==> src/rtl/cfu_wb_buffer_if.sv <==
// Writeback port bundle between cfu_wb_buffer (master) and the shared writeback arbiter (slave).
interface cfu_wb_buffer_if #(
  parameter int XLEN          = 32,
  parameter int TRANS_ID_BITS = 4
);
  logic                     valid;
  logic [XLEN-1:0]          result;
  logic [TRANS_ID_BITS-1:0] trans_id;
  logic                     ack;

  modport master (output valid, output result, output trans_id, input ack);
  modport slave  (input valid, input result, input trans_id, output ack);
endinterface

==> src/rtl/cfu_wb_buffer.sv <==
// Result buffer between the fixed-latency dot-product FU and the shared writeback port.
// Optional same-cycle bypass when the FIFO is empty: define CFU_WB_BYPASS_EN.
module cfu_wb_buffer #(
  parameter int DEPTH         = 4,
  parameter int XLEN          = 32,
  parameter int TRANS_ID_BITS = 4
) (
  input  logic                         clk_i,
  input  logic                         rst_i,
  input  logic                         flush_i,
  input  logic                         issue_valid_i,
  output logic                         issue_ready_o,
  input  logic                         fu_valid_i,
  input  logic [XLEN-1:0]              fu_result_i,
  input  logic [TRANS_ID_BITS-1:0]     fu_trans_id_i,
  cfu_wb_buffer_if.master              wb,
  output logic [$clog2(DEPTH+1)-1:0]   occupancy_o,
  output logic                         protocol_err_o
);
  localparam int CW = $clog2(DEPTH+1);
  localparam int PW = $clog2(DEPTH);

  // Handshakes: an issue is taken when issue_valid_i && issue_ready_o; the head entry
  // leaves when wb.valid && wb.ack. Neither side may withdraw on its own; flush_i overrides both.

  logic [XLEN-1:0]          res_mem_q [DEPTH];
  logic [TRANS_ID_BITS-1:0] id_mem_q  [DEPTH];
  logic [PW-1:0]            rd_ptr_q, rd_ptr_d, wr_ptr_q, wr_ptr_d;
  logic [CW-1:0]            count_q, count_d, inflight_q, inflight_d;
  logic                     err_q, err_d;

  logic full, empty, fu_take, pop, push, bypass, bypass_done;
  logic issue_fire, inflight_dec, overflow, underflow;

  assign full         = (count_q == CW'(DEPTH));
  assign empty        = (count_q == '0);
  assign fu_take      = fu_valid_i && !flush_i;
`ifdef CFU_WB_BYPASS_EN
  assign bypass       = empty && fu_take;
`else
  assign bypass       = 1'b0;
`endif
  assign bypass_done  = bypass && wb.ack;
  assign pop          = !empty && wb.ack && !flush_i;
  assign push         = fu_take && !bypass_done && (!full || pop);
  assign overflow     = fu_take && full && !pop;
  assign underflow    = fu_take && (inflight_q == '0);
  assign issue_fire   = issue_valid_i && issue_ready_o && !flush_i;
  assign inflight_dec = fu_take && (inflight_q != '0);

  // Ready reserves a slot for every op still inside the FU, so it depends only on registers.
  assign issue_ready_o  = ({1'b0, count_q} + {1'b0, inflight_q}) < (CW+1)'(DEPTH);
  assign occupancy_o    = count_q;
  assign protocol_err_o = err_q;

  assign wb.valid    = !empty || bypass;
  assign wb.result   = bypass ? fu_result_i   : res_mem_q[rd_ptr_q];
  assign wb.trans_id = bypass ? fu_trans_id_i : id_mem_q[rd_ptr_q];

  always_comb begin
    rd_ptr_d   = rd_ptr_q;
    wr_ptr_d   = wr_ptr_q;
    count_d    = count_q;
    inflight_d = inflight_q;
    err_d      = err_q || overflow || underflow;
    if (flush_i) begin
      rd_ptr_d   = '0;
      wr_ptr_d   = '0;
      count_d    = '0;
      inflight_d = '0;
    end else begin
      if (push) wr_ptr_d = wr_ptr_q + PW'(1);
      if (pop)  rd_ptr_d = rd_ptr_q + PW'(1);
      case ({push, pop})
        2'b10:   count_d = count_q + CW'(1);
        2'b01:   count_d = count_q - CW'(1);
        default: count_d = count_q;
      endcase
      case ({issue_fire, inflight_dec})
        2'b10:   inflight_d = inflight_q + CW'(1);
        2'b01:   inflight_d = inflight_q - CW'(1);
        default: inflight_d = inflight_q;
      endcase
    end
  end

  always_ff @(posedge clk_i or negedge rst_i) begin
    if (!rst_i) begin
      rd_ptr_q   <= '0;
      wr_ptr_q   <= '0;
      count_q    <= '0;
      inflight_q <= '0;
      err_q      <= 1'b0;
    end else begin
      rd_ptr_q   <= rd_ptr_d;
      wr_ptr_q   <= wr_ptr_d;
      count_q    <= count_d;
      inflight_q <= inflight_d;
      err_q      <= err_d;
    end
  end

  always_ff @(posedge clk_i) begin
    if (push) begin
      res_mem_q[wr_ptr_q] <= fu_result_i;
      id_mem_q[wr_ptr_q]  <= fu_trans_id_i;
    end
  end
endmodule
==> src/flat_wrapper.sv <==
// flat-port wrapper written by rule: the top's interface ports become plain ports
module cfu_wb_buffer_flat 
#(
  parameter int DEPTH         = 4,
  parameter int XLEN          = 32,
  parameter int TRANS_ID_BITS = 4
)
  (clk_i, rst_i, flush_i, issue_valid_i, issue_ready_o, fu_valid_i, fu_result_i, fu_trans_id_i, occupancy_o, protocol_err_o, wb_valid, wb_result, wb_trans_id, wb_ack);
  cfu_wb_buffer_if #(.XLEN(XLEN), .TRANS_ID_BITS(TRANS_ID_BITS)) wb_i ();
  input  logic clk_i;
  input  logic rst_i;
  input  logic flush_i;
  input  logic issue_valid_i;
  output logic issue_ready_o;
  input  logic fu_valid_i;
  input  logic [XLEN-1:0] fu_result_i;
  input  logic [TRANS_ID_BITS-1:0] fu_trans_id_i;
  output logic [$clog2(DEPTH+1)-1:0] occupancy_o;
  output logic protocol_err_o;
  output wire logic [$bits(wb_i.valid)-1:0] wb_valid;
  output wire logic [$bits(wb_i.result)-1:0] wb_result;
  output wire logic [$bits(wb_i.trans_id)-1:0] wb_trans_id;
  input wire logic [$bits(wb_i.ack)-1:0] wb_ack;
  assign wb_valid = wb_i.valid;
  assign wb_result = wb_i.result;
  assign wb_trans_id = wb_i.trans_id;
  assign wb_i.ack = wb_ack;
  cfu_wb_buffer #(.DEPTH(DEPTH), .XLEN(XLEN), .TRANS_ID_BITS(TRANS_ID_BITS)) u_core (.clk_i(clk_i), .rst_i(rst_i), .flush_i(flush_i), .issue_valid_i(issue_valid_i), .issue_ready_o(issue_ready_o), .fu_valid_i(fu_valid_i), .fu_result_i(fu_result_i), .fu_trans_id_i(fu_trans_id_i), .wb(wb_i), .occupancy_o(occupancy_o), .protocol_err_o(protocol_err_o));
endmodule
==> config.mk <==
export PLATFORM = sky130hd
export DESIGN_NAME = cfu_wb_buffer_flat
export DESIGN_NICKNAME = d
export VERILOG_FILES = /design/src/rtl/cfu_wb_buffer_if.sv /design/src/rtl/cfu_wb_buffer.sv /design/src/flat_wrapper.sv
export SDC_FILE = /design/constraint.sdc
export NUM_CORES = 1
export LEC_CHECK = 0
export BUFFER_PORTS_ARGS = -buffer_cell sky130_fd_sc_hd__buf_2
export CAP_MARGIN = 20
export CORE_MARGIN = 1
export CORE_UTILIZATION = 45
export CTS_BUF_LIST = sky130_fd_sc_hd__clkbuf_4 sky130_fd_sc_hd__clkbuf_8 sky130_fd_sc_hd__clkbuf_16
export DETAILED_ROUTE_END_ITERATION = 10
export GPL_TIMING_DRIVEN = 0
export SYNTH_ARGS = -nofsm -noshare
export SYNTH_HDL_FRONTEND = slang
export SYNTH_SLANG_ARGS = --single-unit
==> constraint.sdc <==
create_clock -name clk_i -period 5.7 [get_ports clk_i]
set_input_delay 0.285 -clock clk_i [delete_from_list [all_inputs] [get_ports clk_i]]
set_output_delay 0.285 -clock clk_i [all_outputs]
set_load 0.01 [all_outputs]
# After elaboration in Yosys (flattened, before gate mapping)
# Memories as Yosys holds them, arrays and structs flattened.
# Index checks and enable logic that the tools add are counted.
op_classes:
  addsub: 7
  n_lt_le_gt_ge: 1
  eq_ne: 5
  n_mux: 10
  n_reduce_logical: 24
op_table:
  columns: ["operator", "count"]
  rows:
  - ["$pmux 3 s2", 2]
  - ["$logic_and 1x1->1", 10]
  - ["$reduce_bool 3->1", 3]
  - ["$mux 2", 4]
  - ["$add 3x1->3 const B", 2]
  - ["$logic_not 3->1", 2]
  - ["$mux 3", 2]
  - ["$sub 3x1->3 const B", 2]
  - ["$add 2x1->2 const B", 2]
  - ["$add 3x3->4", 1]
  - ["$eq 2x1->1 const B", 2]
  - ["$eq 2x2->1 const B", 2]
  - ["$logic_not 1->1", 4]
  - ["$lt 4x3->1 const B", 1]
  - ["$reduce_bool 2->1", 2]
  - ["$eq 3x3->1 const B", 1]
  - ["$logic_or 1x1->1", 3]
  - ["$mux 1", 2]
word_totals:
  ff_bits: 11
  ram_bits: 144
  input_bits: 42
  output_inout_bits: 42
  elab_cells: 54
  mem_count: 2
memory_table:
  columns: ["name", "depth", "width", "read_ports", "rd_clocked_by_memory_dff", "write_ports", "line_no", "text"]
  rows:
  - ["u_core.res_mem_q", 4, 32, 1, 0, 1, "cfu_wb_buffer.sv:26", "logic [XLEN-1:0] res_mem_q [DEPTH];"]
  - ["u_core.id_mem_q", 4, 4, 1, 0, 1, "cfu_wb_buffer.sv:27", "logic [TRANS_ID_BITS-1:0] id_mem_q [DEPTH];"]

# Depth between registers and ports, before layout
# Gate-level depths: netlist (run 1).
depth:
  depth_word: 9
  depth_mapped: 9
  depth_no_buf: 8

# Worst setup path after synthesis (run 1)
# No wires, ideal clock.
synth_path:
  path_kind: "reg2reg"
  startpoint: "register u_core.count_q[1] (netlist: u_core.occupancy_o[1])"
  endpoint: "register u_core.inflight_q[2]"
  setup_time_ns: 0.128
  arrival_ns: 2.511
  required_ns: 5.572
  setup_slack_ns: 3.062
  stages_incl_launch_ff: 9
  path_buffers: 0
  synth_period_minus_slack_ns: 2.638
  cell_sequence: "dfrtp_1 ha_1 and3_4 nand3b_4 and2_1 fa_1 or3_1 mux2i_1 mux2_1"
synth_between:
  elab_chain_len: 7
  word_cells_on_any_way: 9
  classes_between: "add/sub: 1; order compare: 1; eq/ne: 2; mux: 2; reduce/logical: 3"
synth_lines:
  columns: ["element", "line_no", "text"]
  rows:
  - ["start, declared", "cfu_wb_buffer.sv:29", "logic [CW-1:0] count_q, count_d, inflight_q, inflight_d;"]
  - ["start signal, assigned", "cfu_wb_buffer.sv:97", "count_q <= count_d;"]
  - ["$add 3x3->4 *", "cfu_wb_buffer.sv:52", "assign issue_ready_o = ({1'b0, count_q} + {1'b0, inflight_q}) < (CW+1)'(DEPTH);"]
  - ["$lt 4x3->1 *", "cfu_wb_buffer.sv:52", null]
  - ["$logic_and 1x1->1 * (2 in a row)", "cfu_wb_buffer.sv:48", "assign issue_fire = issue_valid_i && issue_ready_o && !flush_i;"]
  - ["$eq 2x1->1 / $eq 2x2->1 (equally long branches)", "cfu_wb_buffer.sv:79", "case ({issue_fire, inflight_dec})"]
  - ["$pmux 3 s2", "cfu_wb_buffer.sv:79", null]
  - ["$mux 3", "cfu_wb_buffer.sv:66", "if (flush_i) begin"]
  - ["end signal, assigned", "cfu_wb_buffer.sv:98", "inflight_q <= inflight_d;"]
  - ["end, declared", "cfu_wb_buffer.sv:29", null]
# Every way passes the cells marked *; elsewhere a longest branch is shown, timed or not.
# A chain may end at the register's enable or synchronous reset.

# Worst setup path after layout (run 1)
# Ends and elaborated chain as after synthesis.

==> results of run 1 <==
[state kept, by name, summed over array words and instances (netlist names)]
name / cells
u_core.id_mem_q: 16
u_core.inflight_q: 3
u_core.wr_ptr_q: 2
u_core.res_mem_q: 128
u_core.protocol_err_o: 1
u_core.rd_ptr_q: 2
u_core.occupancy_o: 3
[worst max-delay path, delay by kind of cell (launching register included)]
kind	cells	cell delay [ps]
adder cells (fa/ha/maj)	2	660
multiplexers	2	480
flip-flops	1	570
AND/OR/NAND/NOR	4	900
[final cells by class]
class | count | area, µm²
clock inverter | 12 | 154
multi-input combinational | 109 | 1390
timing repair buffer | 88 | 520
tap | 176 | 220
sequential | 155 | 4600
clock buffer | 19 | 440
inverter | 2 | 7.51
buffer | 12 | 82.6
fill | 1007 | 5770
[cell usage in the layout, fill, tap and decap left out, types with 2 or more instances in the layout]
cell	Yosys	layout
sky130_fd_sc_hd__clkbuf_16	0	17
sky130_fd_sc_hd__dfrtp_1	11	11
sky130_fd_sc_hd__o21ai_0	2	2
sky130_fd_sc_hd__buf_12	0	2
sky130_fd_sc_hd__nand2_1	4	4
sky130_fd_sc_hd__ha_1	6	6
sky130_fd_sc_hd__buf_2	6	89
sky130_fd_sc_hd__buf_4	2	2
sky130_fd_sc_hd__bufinv_16	0	4
sky130_fd_sc_hd__a31oi_1	2	2
sky130_fd_sc_hd__xor2_1	2	2
sky130_fd_sc_hd__nand2b_1	3	3
sky130_fd_sc_hd__buf_6	3	3
sky130_fd_sc_hd__nor3_1	4	4
sky130_fd_sc_hd__mux2i_1	3	3
sky130_fd_sc_hd__clkinv_2	0	3
sky130_fd_sc_hd__clkbuf_4	0	2
sky130_fd_sc_hd__xnor2_1	3	3
sky130_fd_sc_hd__edfxtp_1	144	144
sky130_fd_sc_hd__fa_1	2	2
sky130_fd_sc_hd__mux4_2	36	36
sky130_fd_sc_hd__buf_16	0	2
sky130_fd_sc_hd__a21oi_1	2	2
sky130_fd_sc_hd__inv_1	2	2
sky130_fd_sc_hd__clkinv_1	0	5
sky130_fd_sc_hd__and2_2	0	4
sky130_fd_sc_hd__nor2b_1	4	4
sky130_fd_sc_hd__nor2_1	11	11
sky130_fd_sc_hd__or3_1	2	2
[cell families (layout without fill, tap and decap cells)]
logic type	Yosys count	in the layout	synth area share
AO/OA/AOI/OAI	12	12	0.0124
XOR/XNOR	6	6	0.00989
AND/OR/NAND/NOR	42	42	0.0443
flip-flops	155	155	0.757
multiplexers	41	41	0.143
adder cells (fa/ha/maj)	8	8	0.0189
buffers and inverters	14	133	0.0148
[metrics by stage]
step,hold WS (ps),worst slack [ps],util,area [µm²],power (mW)
6_report,84.2,2950,0.562,7420,2.81
5_1_grt,60.8,2790,0.562,7420,2.92
4_1_cts,65.6,2930,0.562,7420,2.85
3_5_place_dp,179,2940,0.516,6810,1.71
3_3_place_gp,178,2620,0.509,6710,1.70
2_1_floorplan,-10.6,3060,-,6080,1.59
[power groups by stage]
stage	combinational, mW	clock [mW]	sequential, mW
finish	0.357	1.13	1.32
global route	0.393	1.20	1.33
CTS	0.366	1.16	1.32
detailed placement	0.365	0	1.35
global placement	0.351	0	1.35
floorplan	0.243	0	1.34
[layer usage]
layer	vias up	track usage	share of wire	wire (µm)
li1	1349	-	-	-
met1	1498	0.208	0.44	4590
met2	79	0.256	0.49	5130
met3	10	0.0719	0.064	678
met4	2	0.0529	0.011	120
met5	-	0	0.0012	13
[path summary, 6_finish.rpt]
kind	endpoint	slack, ps	startpoint
worst max-delay path	u_core.inflight_q[2]$_DFFE_PN0P_	2950	u_core.occupancy_o[1]$_DFFE_PN0P_
worst min-delay path	u_core.res_mem_q[0][23]$_DFFE_PP_	80	fu_result_i[23]
worst max register to register	u_core.inflight_q[2]$_DFFE_PN0P_	2950	u_core.occupancy_o[1]$_DFFE_PN0P_
worst min register to register	u_core.protocol_err_o$_DFF_PN0_	480	u_core.protocol_err_o$_DFF_PN0_
max in group asynchronous	u_core.protocol_err_o$_DFF_PN0_	5210	rst_i
min in group asynchronous	u_core.occupancy_o[0]$_DFFE_PN0P_	270	rst_i
==> flow_results.org, run 1 <==
** Yosys
- The share of synthesized area in the top cell type comes to 0.712.
- In the synthesized netlist the async set-or-reset flop fraction comes to 0.0710.
- The commonest cells after synthesis are sky130_fd_sc_hd__edfxtp_1, sky130_fd_sc_hd__mux4_2, sky130_fd_sc_hd__dfrtp_1, sky130_fd_sc_hd__nor2_1.
- sky130_fd_sc_hd__edfxtp_1 is the most common cell in the netlist.
- Total of flip-flops plus latches after synthesis :: about 160
- After technology mapping, the gate count stands at around 280.
- Averaged over all synthesized cells, the footprint is between 20 and 25 µm².
- The mapped netlist covers about 0.0061 mm².
- In this run, synthesis inferred around 140 flip-flops with an integrated enable.
- Seq/Total Area, Yosys :: 0.757
- Primary flip-flop cell chosen by synthesis mapping :: sky130_fd_sc_hd__edfxtp_1
- Post-synthesis net count :: between 300 and 400
- Synth warn :: 0
- Synth area leaders :: sky130_fd_sc_hd__edfxtp_1, sky130_fd_sc_hd__mux4_2, sky130_fd_sc_hd__dfrtp_1
- Of all cell types, the one taking the most synthesized area is sky130_fd_sc_hd__edfxtp_1.
- Synthesis instantiated between 40 and 50 different standard cells from the library.

** Placed design
- Post-Place Cells :: around 540
- Number of port buffers :: a little over 80
- The wire-length estimate of the detail-placed layout is 6.63 mm.
- RePlAce Congestion :: ~0.75

** Power
- Internal Pwr Total :: ~2.2 mW
- The share of total power dissipated in combinational logic is 0.127.
- Reported leakage power :: roughly 2.6 nW
- VDD sags by at most approximately 0.00023 V.
- The share of total power dissipated in the clock network is 0.403.
- Of the total power, the share spent switching nets is 0.218.
- Summed over all nets, the switching power comes to 0.613 mW.
- Power per Cell Area :: approximately 380 mW/mm²
- Share of power burned in registers :: 0.470

** Global route
- Wire length of the first global-routing pass :: approximately 16 mm
- The initial antenna violation count was 1.
- GR Util All Layers :: 0.165
- Final global-route overflow total :: 0
- The via count of the first global-routing pass is 3013.
- Maximum number of pins on one net before global-route repair :: 27

** Timing
- Worst-margin pin slew :: 570 ps
- Count of endpoints failing hold in the final timing report :: 0
- Fraction of the cycle the final worst path needs :: 0.482
- The worst path needs between 2000 and 3000 ps of the cycle, external delays included.
- In the final timing run, aggregate negative setup slack is 0 ps.
- The final number of max-transition violations is 0.
- RSZ-0062 raised after global routing :: false
- The clock arrives with approximately 7.9 ps of skew.
- Static timing analysis puts the maximum clock frequency at around 360 MHz.
- Total setup violations reported at the end of the flow :: 0
- Max_slew headroom :: 0.620

** Finish
- Compared with the post-synthesis result, the final layout area differs by 22.1%.
- Final non-filler cell total :: roughly 570
- The number of antenna diodes in the final layout is 0.
- Net count, final :: ~440
- Ratio of cells with drive above 1 in the final layout :: 0.433

** Clock network
- The clock drives between 150 and 200 sinks.
- Clock buffer depth :: 2
- In this run, post-CTS repair resized a total of 0 instances.
- CTS buffer count :: 17
- Buffers inserted to repair hold after CTS numbered 1.
- Once the clock tree was built, the setup fixing pass inserted 0 buffers.
- Clock tree synthesis selected as its root buffer the cell sky130_fd_sc_hd__clkbuf_16.
- Clock latency on the worst-skew pair :: between 400 and 500 ps
- After clock tree synthesis, the clock-pin slew on the worst setup and hold paths is about 60 ps.
- CTS built an H-tree with a depth of 4.
- TritonCTS built the clock tree.

** Worst setup path
- Data on the critical path is required at its endpoint by 6000 ps.
- STA classifies the critical path startpoint as a flop.
- Nature of the critical path endpoint :: flop
- For this run, the slowest stage of the critical path takes approximately 570 ps.
- The worst setup path is of the flop to flop kind.
- Critical path data arrival time :: slightly above 3000 ps
- R2R depth :: 8
- In this run the worst path has a maximum fanout of 10.
- Slowest cell on the critical path :: sky130_fd_sc_hd__dfrtp_1
- List of cells traversed by the critical path :: ha_1 > and3_4 > nand3b_4 > and2_1 > fa_1 > or3_1 > mux2i_1 > mux2_1

** Run status
- The flow ran to the end, and the final reports show no timing, DRC or antenna violations.

** Die
- The floorplan step set the die width to 118 µm.
- The initial utilization of the core area, before any placement, comes to 0.461.
- Floorplan die height :: between 100 and 150 µm
- Standard-cell row count :: 42
- Standard cell core area :: about 0.013 mm²
- Full die area :: roughly 0.014 mm²
- Pin placement for this block handled 84 I/O pins.

** Routing
- Starting DRT DRC Count :: between 200 and 250
- After detailed routing, the total wire length is 10.5 mm.
- In the routed layout, each cell is associated on average with a via count of just over 5.
- Remaining DRCs :: 0
- Across all layers, the routed design uses between 2000 and 3000 vias.
- Average wire length per cell after detail routing :: 18.4 µm
- Residual antenna-violating net count after detailed routing :: 0
- Detailed-router iteration count before antenna repair :: 4

** Hold path
- Hold Crit Class :: primary input to flop
- Worst hold path stage count :: 1

** Run
- Across the run, the number of max-cap violations was 0.
(Power assumes the default switching activity.)
==> run 2, diff against run 1 <==
--- a/config.mk
+++ b/config.mk
@@ -12,6 +12,7 @@
 export CTS_BUF_LIST = sky130_fd_sc_hd__clkbuf_4 sky130_fd_sc_hd__clkbuf_8 sky130_fd_sc_hd__clkbuf_16
 export DETAILED_ROUTE_END_ITERATION = 10
 export GPL_TIMING_DRIVEN = 0
+export PLACE_DENSITY = 0.67
 export SYNTH_ARGS = -nofsm -noshare
 export SYNTH_HDL_FRONTEND = slang
 export SYNTH_SLANG_ARGS = --single-unit
==> constraint.sdc (replaced) <==
create_clock -name clk_i -period 2.5 [get_ports clk_i]
set_input_delay 0.125 -clock clk_i [delete_from_list [all_inputs] [get_ports clk_i]]
set_output_delay 0.125 -clock clk_i [all_outputs]
set_load 0.01 [all_outputs]
==> flow_results.org, run 2 (synthesis gave the netlist of run 1 again) <==
** Power
- Total chip power :: 6.29 mW
- Share of power burned in registers :: 0.480
- Switching portion of total power :: 0.223
- The analysis attributes to cell leakage a power of around 2.7 nW.
- Of the total power, combinational logic draws 0.145.
- Largest vdd supply drop :: 0.000339 V
- The internal portion of the total power is between 4 and 5 mW.
- Portion of total power attributed to the clock network :: 0.375
- Power per Cell Area :: 806 mW/mm²
- Power dissipated by switching net loads :: roughly 1.4 mW

** Worst setup path
- Worst R2R Start :: u_core.inflight_q[1]$_DFFE_PN0P_
- WP data required :: about 2800 ps
- STA puts the critical path data arrival time at around 2700 ps.
- The setup path with the least slack is of type flop to flop.
- Along the worst path, the maximum fanout reaches 3.
- The worst setup path is launched from a flop.
- Nature of the critical path endpoint :: flop
- The number of cells on the worst reg-to-reg path is 8.
- Register-to-Register Setup Slack :: around 90 ps
- Worst reg2reg endpoint :: u_core.inflight_q[2]$_DFFE_PN0P_

** Finish
- In the final layout, the share of cells above drive strength 1 is 0.420.
- Excluding fillers, the count of instances in the completed layout stands at between 600 and 700.
- The register with the most flip-flops in the layout has 128 of them.
- Register with the highest flop count :: u_core.res_mem_q
- Largest regs :: u_core.res_mem_q (128), u_core.id_mem_q (16)
- Relative to the synthesized area, the layout overhead comes to 28.4%.
- The final layout contains 475 nets.
- Once layout is complete, the utilization of the core stands at 0.591.
- Fillers :: about 1000
- Leading cell types in the layout, fill and taps excluded :: sky130_fd_sc_hd__edfxtp_1, sky130_fd_sc_hd__buf_2, sky130_fd_sc_hd__dlygate4sd3_1
- Number of inserted diodes :: 0
- Leaving out fill and tap cells, the most frequent cell in the layout is sky130_fd_sc_hd__edfxtp_1.

** Die
- Boundary Pins :: between 80 and 90
- Floorplan die height :: around 120 µm
- From left edge to right edge, the die measures about 120 µm.
- The initial utilization of the core area, before any placement, comes to 0.461.
- The floorplan step defined a die boundary enclosing about 0.014 mm².
- The floorplan has 42 rows.
- The core region is approximately 0.013 mm².

** Timing
- In the finished design, the share of the clock period the worst path needs comes to 0.965.
- Max_slew headroom :: 0.590
- The final number of max-transition violations is 0.
- Fmax :: between 400 and 500 MHz
- The count of final hold-check violations was 0.
- RSZ-0062 raised after global routing :: false
- The tightest hold path in the finished design has a slack of between 20 and 30 ps.
- The worst path meets setup with 88.1 ps of slack.
- Min cycle time layout :: 2410 ps
- Worst-margin pin slew :: about 610 ps
- For the final database, setup skew stands at 5.49 ps.
- Setup violations remaining at the end of the flow were counted as 0.

** Clock network
- Depth of the CTS H-tree :: 4
- Clock sink total :: approximately 160
- CTS tree :: yes
- The tree is rooted in a sky130_fd_sc_hd__clkbuf_16.
- At the later pin of the worst-skew pair, clock insertion delay measures a little over 400 ps.
- After clock tree synthesis, the clock-pin slew on the worst setup and hold paths is about 60 ps.
- The clock passes through at most 2 buffers.
- CTS buffer count :: 17

** Routing
- After detailed routing, the number of vias per cell comes to 5.08.
- Residual antenna-violating net count after detailed routing :: 0
- Detailed-router iteration count before antenna repair :: 4
- Final wirelength :: 10.6 mm
- For this block, the initial DRC count from the detailed router was approximately 210.
- In the final routed layout, each cell accounts on average for between 15 and 20 µm.
- The detailed router placed ~3100 vias in this run.
- Remaining DRCs :: 0

** Hold path
- The tightest min-delay check is of the primary input to flop type.
- The path with the worst hold slack has its endpoint at u_core.protocol_err_o$_DFF_PN0_.
- The worst hold path was traced through 3 stages.
- The worst hold path begins at fu_valid_i.

** Placed design
- RePlAce Congestion :: approximately 0.74
- Prior to clock tree synthesis, the placed netlist has a worst setup slack of -55.2 ps.
- Number of port buffers :: slightly above 80
- HPWL Detailed :: between 6 and 7 mm
- Post-Place Cells :: 541

** Global route
- Most crowded layer after global routing :: met2
- For this run, global-route usage on met1 was measured as 0.213.
- Number of global-route vias before repair :: 3198
- The total overflow left after global routing is 0.
- Entering global routing, the biggest net connects 24 pins.
- For this run, global-route usage on met3 was measured as 0.0430.
- Wire length of the first global-routing pass :: ~17 mm
- Global routing met2 resource utilization :: 0.269
- Number of antenna violations at the first check in global routing :: 0
- Across every metal layer, demand over resource in global routing totals 0.166.

** Run status
- The flow ran to the end, and the final reports show no timing, DRC or antenna violations.

** Run
- MaxCap Viol Count :: 0
-- run 2: cell count changes in the layout (fill, tap and decap cells not counted), moves of 2 or more --
cell and change:
sky130_fd_sc_hd__buf_4 +4, sky130_fd_sc_hd__ha_4 +2, sky130_fd_sc_hd__bufinv_16 -2, sky130_fd_sc_hd__ha_1 -2, sky130_fd_sc_hd__dfrtp_1 -3, sky130_fd_sc_hd__clkinvlp_4 +2
sky130_fd_sc_hd__dfrtp_2 +3, sky130_fd_sc_hd__dlygate4sd3_1 +36
-- run 2: cell type report --
cell class                 instances  area [µm²]  area share
sequential                       155        4600       0.590
multi-input combinational        109        1420       0.182
timing repair buffer             128         918       0.118
clock buffer                      19         440      0.0565
tap                              176         220      0.0282
clock inverter                    11         105      0.0135
buffer                            12        82.6      0.0106
inverter                           2        7.51    0.000963
-- run 2: per-stage QoR --
stage	cell area, µm²	TNS (ps)
finish	7800	0
global placement	6740	-67000
floorplan	6110	0
global route	7800	0
detailed placement	6850	-55.2
CTS	7790	0
-- run 2: layer usage --
| metal | part of all wire | vias to the layer above |
|---|---|---|
| met2 | 0.51 | 73 |
| met1 | 0.43 | 1597 |
| li1 | - | 1427 |
| met4 | 0.015 | 0 |
| met3 | 0.040 | 14 |
| met5 | 0 | - |
-- run 2: worst max-delay path by stage --
stage | from | end | slack, ps | cells past startpoint
after floorplan | u_core.occupancy_o[1]$_DFFE_PN0P_ | u_core.inflight_q[2]$_DFFE_PN0P_ | 30 | 8
after global placement | u_core.occupancy_o[2]$_DFFE_PN0P_ | u_core.res_mem_q[0][17]$_DFFE_PP_ | -480 | 3
after detailed placement | u_core.inflight_q[1]$_DFFE_PN0P_ | u_core.inflight_q[2]$_DFFE_PN0P_ | -60 | 8
after CTS | u_core.inflight_q[1]$_DFFE_PN0P_ | u_core.inflight_q[2]$_DFFE_PN0P_ | 10 | 8
after global routing | u_core.inflight_q[1]$_DFFE_PN0P_ | u_core.inflight_q[2]$_DFFE_PN0P_ | 30 | 8
final | u_core.inflight_q[1]$_DFFE_PN0P_ | u_core.inflight_q[2]$_DFFE_PN0P_ | 90 | 8
-- run 2: timing repair --
| action | 4_1_cts | 5_1_grt |
|---|---|---|
| pin swaps | 0 | 1 |
| endpoints found under the setup margin | 1 | 1 |
| hold buffers | 37 | 0 |
| hold endpoints to repair | 155 | 0 |
| resized for setup | 1 | 0 |
| buffers inserted | 3 | 1 |
-- run 2: critical path, stage by stage (launching register included) --
cell and delay (ps):
sky130_fd_sc_hd__dfrtp_2 430, sky130_fd_sc_hd__ha_4 230, sky130_fd_sc_hd__and3_4 170, sky130_fd_sc_hd__nand3b_4 170, sky130_fd_sc_hd__and2_4 180, sky130_fd_sc_hd__fa_2 320
sky130_fd_sc_hd__or3_1 310, sky130_fd_sc_hd__mux2i_1 150, sky130_fd_sc_hd__mux2_1 330
-- run 2: power groups by stage --
stage	registers [mW]	clock network, mW	logic [mW]
2_1_floorplan	3.07	0	0.564
3_3_place_gp	3.08	0	0.806
3_5_place_dp	3.08	0	0.849
4_1_cts	3.02	2.41	0.928
5_1_grt	3.03	2.51	1.00
6_report	3.02	2.36	0.914
==> run 3, diff against run 2 <==
--- a/config.mk
+++ b/config.mk
@@ -12,7 +12,7 @@
 export CTS_BUF_LIST = sky130_fd_sc_hd__clkbuf_4 sky130_fd_sc_hd__clkbuf_8 sky130_fd_sc_hd__clkbuf_16
 export DETAILED_ROUTE_END_ITERATION = 10
 export GPL_TIMING_DRIVEN = 0
-export PLACE_DENSITY = 0.67
+export PLACE_DENSITY = 0.65
 export SYNTH_ARGS = -nofsm -noshare
 export SYNTH_HDL_FRONTEND = slang
 export SYNTH_SLANG_ARGS = --single-unit
==> flow_results.org, run 3 (synthesis gave the netlist of run 1 again) <==
** Hold path
- Worst hold path stage count :: 3
- Hold path startpoint :: fu_valid_i
- The worst hold path terminates at u_core.protocol_err_o$_DFF_PN0_.
- Hold Crit Class :: primary input to flop

** Die
- 84 I/O pins were placed.
- Initial standard-cell utilization of the core :: 0.461
- Width of the chip :: 118 µm
- Standard cell core area :: 0.0132 mm²
- Full die area :: 0.0140 mm²
- The floorplan step set the die height to between 100 and 150 µm.
- Standard-cell row count :: 42

** Power
- Total chip power :: between 6 and 7 mW
- In this run the power density over the cells is between 700 and 800 mW/mm².
- Summed over all cells, the static leakage comes to between 2 and 3 nW.
- Largest vdd supply drop :: roughly 0.00045 V

** Timing
- The count of final hold-check violations is 0.
- Setup violations remaining at the end of the flow were counted as 0.
- Setup repair after global routing left no endpoint under its margin.
- The clock arrives with 6.18 ps of skew.
- Max_slew headroom :: 0.696
- For the pin with the worst max-slew slack, the measured transition is 457 ps.
- Fraction of the cycle the final worst path needs :: 0.957
- Based on the critical path, the design can be clocked at up to between 400 and 500 MHz.
- Worst hold slack :: ~30 ps
- The final number of max-transition violations was 0.
- Min cycle time layout :: roughly 2400 ps

** Worst setup path
- The worst setup path is captured at a flop.
- Slowest cell on the critical path :: sky130_fd_sc_hd__dfrtp_2
- The endpoint identified for the worst register-to-register timing path is u_core.inflight_q[2]$_DFFE_PN0P_.
- Crit-path max FO :: 2
- In this run the critical register-to-register path is launched from u_core.inflight_q[1]$_DFFE_PN0P_.
- Across all register-to-register paths, the minimum setup slack is between 100 and 150 ps.
- R2R depth :: 8
- Delay contributed by the slowest stage of the critical path :: 430 ps
- WP data required :: 2790 ps
- List of cells traversed by the critical path :: ha_4 > and3_4 > nand3b_4 > and2_4 > fa_2 > or3_1 > mux2i_1 > mux2_1
- The worst setup path is of the flop to flop kind.
- STA puts the critical path data arrival time at between 2000 and 3000 ps.
- STA classifies the critical path startpoint as a flop.

** Routing
- Routed via count divided by cell count :: 5.01
- Summed over all layers, the routed wires come to approximately 11 mm.
- For this run, design rule violations remaining after detail routing come to 0.
- Summing over every cut layer, the via total after detailed routing is around 3100.
- Detailed-router iteration count before antenna repair :: 4
- In this run the remaining antenna-violating nets after routing total 0.
- Starting DRT DRC Count :: 213
- Average wire length per cell after detail routing :: around 17 µm

** Finish
- Share of the core filled with cells :: 0.588
- Largest regs :: u_core.res_mem_q (128), u_core.id_mem_q (16)
- Register with the highest flop count :: u_core.res_mem_q
- Leading cell types in the layout, fill and taps excluded :: sky130_fd_sc_hd__edfxtp_1, sky130_fd_sc_hd__buf_2, sky130_fd_sc_hd__dlygate4sd3_1
- The register with the most flip-flops in the layout has ~130 of them.
- 0 antenna diodes ended up in the layout.
- Net count, final :: ~480
- Most frequent standard cell in the layout excluding fill and tap cells :: sky130_fd_sc_hd__edfxtp_1
- From synthesis to final layout, the design area changed by 27.7%.
- In the final layout, the share of cells above drive strength 1 is 0.420.

** Clock network
- TritonCTS created 17 clock buffers.
- Clock sink total :: approximately 160
- Root buffer selected by CTS :: sky130_fd_sc_hd__clkbuf_16
- The later pin in the worst-skew pair is clocked with a latency of 410 ps.
- Clock slew seen by the registers of the worst setup and hold paths :: ~60 ps
- Clock buffer depth :: 2
- CTS tree :: yes
- The H-tree was split into 4 levels.

** Global route
- The initial antenna violation count was 0.
- In the global route stage, overall resource usage came out at 0.168.
- Maximum number of pins on one net before global-route repair :: 30
- The via count of the first global-routing pass is between 3000 and 4000.
- For this run the aggregate overflow at the end of global routing stands at 0.
- The first global-routing pass estimated about 17 mm of wire.

** Run
- MaxCap Viol Count :: 0

** Placed design
- HPWL Detailed :: 6.53 mm
- At the end of routability-driven placement, the weighted congestion stood at between 0.7 and 0.8.
- Number of port buffers :: 83

** Run status
- The flow ran to the end, and the final reports show no timing, DRC or antenna violations.
run 3: cell types whose count changed in the layout (fill, tap and decap cells not counted):
cell                         change
sky130_fd_sc_hd__buf_16          -3
sky130_fd_sc_hd__clkbuf_4        +1
sky130_fd_sc_hd__clkinv_1        +1
sky130_fd_sc_hd__clkinvlp_4      -1
sky130_fd_sc_hd__buf_12          +3
sky130_fd_sc_hd__bufinv_16       -1
sky130_fd_sc_hd__clkinv_2        +2
run 3: power breakdown:
part / internal (mW) / switching, mW / total, mW / leakage [nW]
Combinational: 0.473 / 0.435 / 0.908 / 1.03
Clock: 1.37 / 0.912 / 2.28 / 0.265
Sequential: 2.96 / 0.0594 / 3.01 / 1.45
run 3: timing repair:
action,4_1_cts,5_1_grt
pin swaps,0,1
buffers inserted,4,0
setup endpoints to repair,1,1
cloned,0,0
resized for setup,1,0
endpoints found under the hold margin,155,0
hold buffers,37,0
run 3: final cells by class:
class | count | area, µm²
Timing Repair Buffer | 128 | 896
Tap cell | 176 | 220
Sequential cell | 155 | 4600
Multi-Input combinational cell | 109 | 1420
Clock buffer | 20 | 448
Inverter | 2 | 7.51
Buffer | 12 | 82.6
Clock inverter | 12 | 81.3
Fill cell | 1009 | 5430
run 3: metrics by stage:
stage	cells	setup slack (ps)	setup TNS, ps	area [µm²]
final	614	107	0	7760
after global routing	614	40.3	0	7760
after CTS	614	33.0	0	7760
after detailed placement	541	-62.9	-62.9	6830
after global placement	537	-465	-65150	6740
after floorplan	278	29.6	0	6110
run 3: critical path, delay by kind of cell (launching register included):
kind          cells  cell delay (ps)
flops             1              430
simple gates      4              800
fa+ha+maj         2              550
mux               2              490
run 3: worst max-delay path by stage:
stage                                      startpoint                                end  slack, ps  cells after the start
finish               u_core.inflight_q[1]$_DFFE_PN0P_   u_core.inflight_q[2]$_DFFE_PN0P_        110                      8
global route         u_core.inflight_q[1]$_DFFE_PN0P_   u_core.inflight_q[2]$_DFFE_PN0P_         40                      8
CTS                  u_core.inflight_q[1]$_DFFE_PN0P_   u_core.inflight_q[2]$_DFFE_PN0P_         30                      8
detailed placement   u_core.inflight_q[1]$_DFFE_PN0P_   u_core.inflight_q[2]$_DFFE_PN0P_        -60                      8
global placement    u_core.occupancy_o[2]$_DFFE_PN0P_  u_core.res_mem_q[3][15]$_DFFE_PP_       -470                      3
floorplan           u_core.occupancy_o[1]$_DFFE_PN0P_   u_core.inflight_q[2]$_DFFE_PN0P_         30                      8
run 3: metal layers:
layer  global-route usage  vias up  wire length (µm)
li1                     -     1428                 -
met1                0.215     1556              4670
met2                0.266       81              5220
met3               0.0430       14               502
met4               0.0857        0               204
met5                    0        -                 0
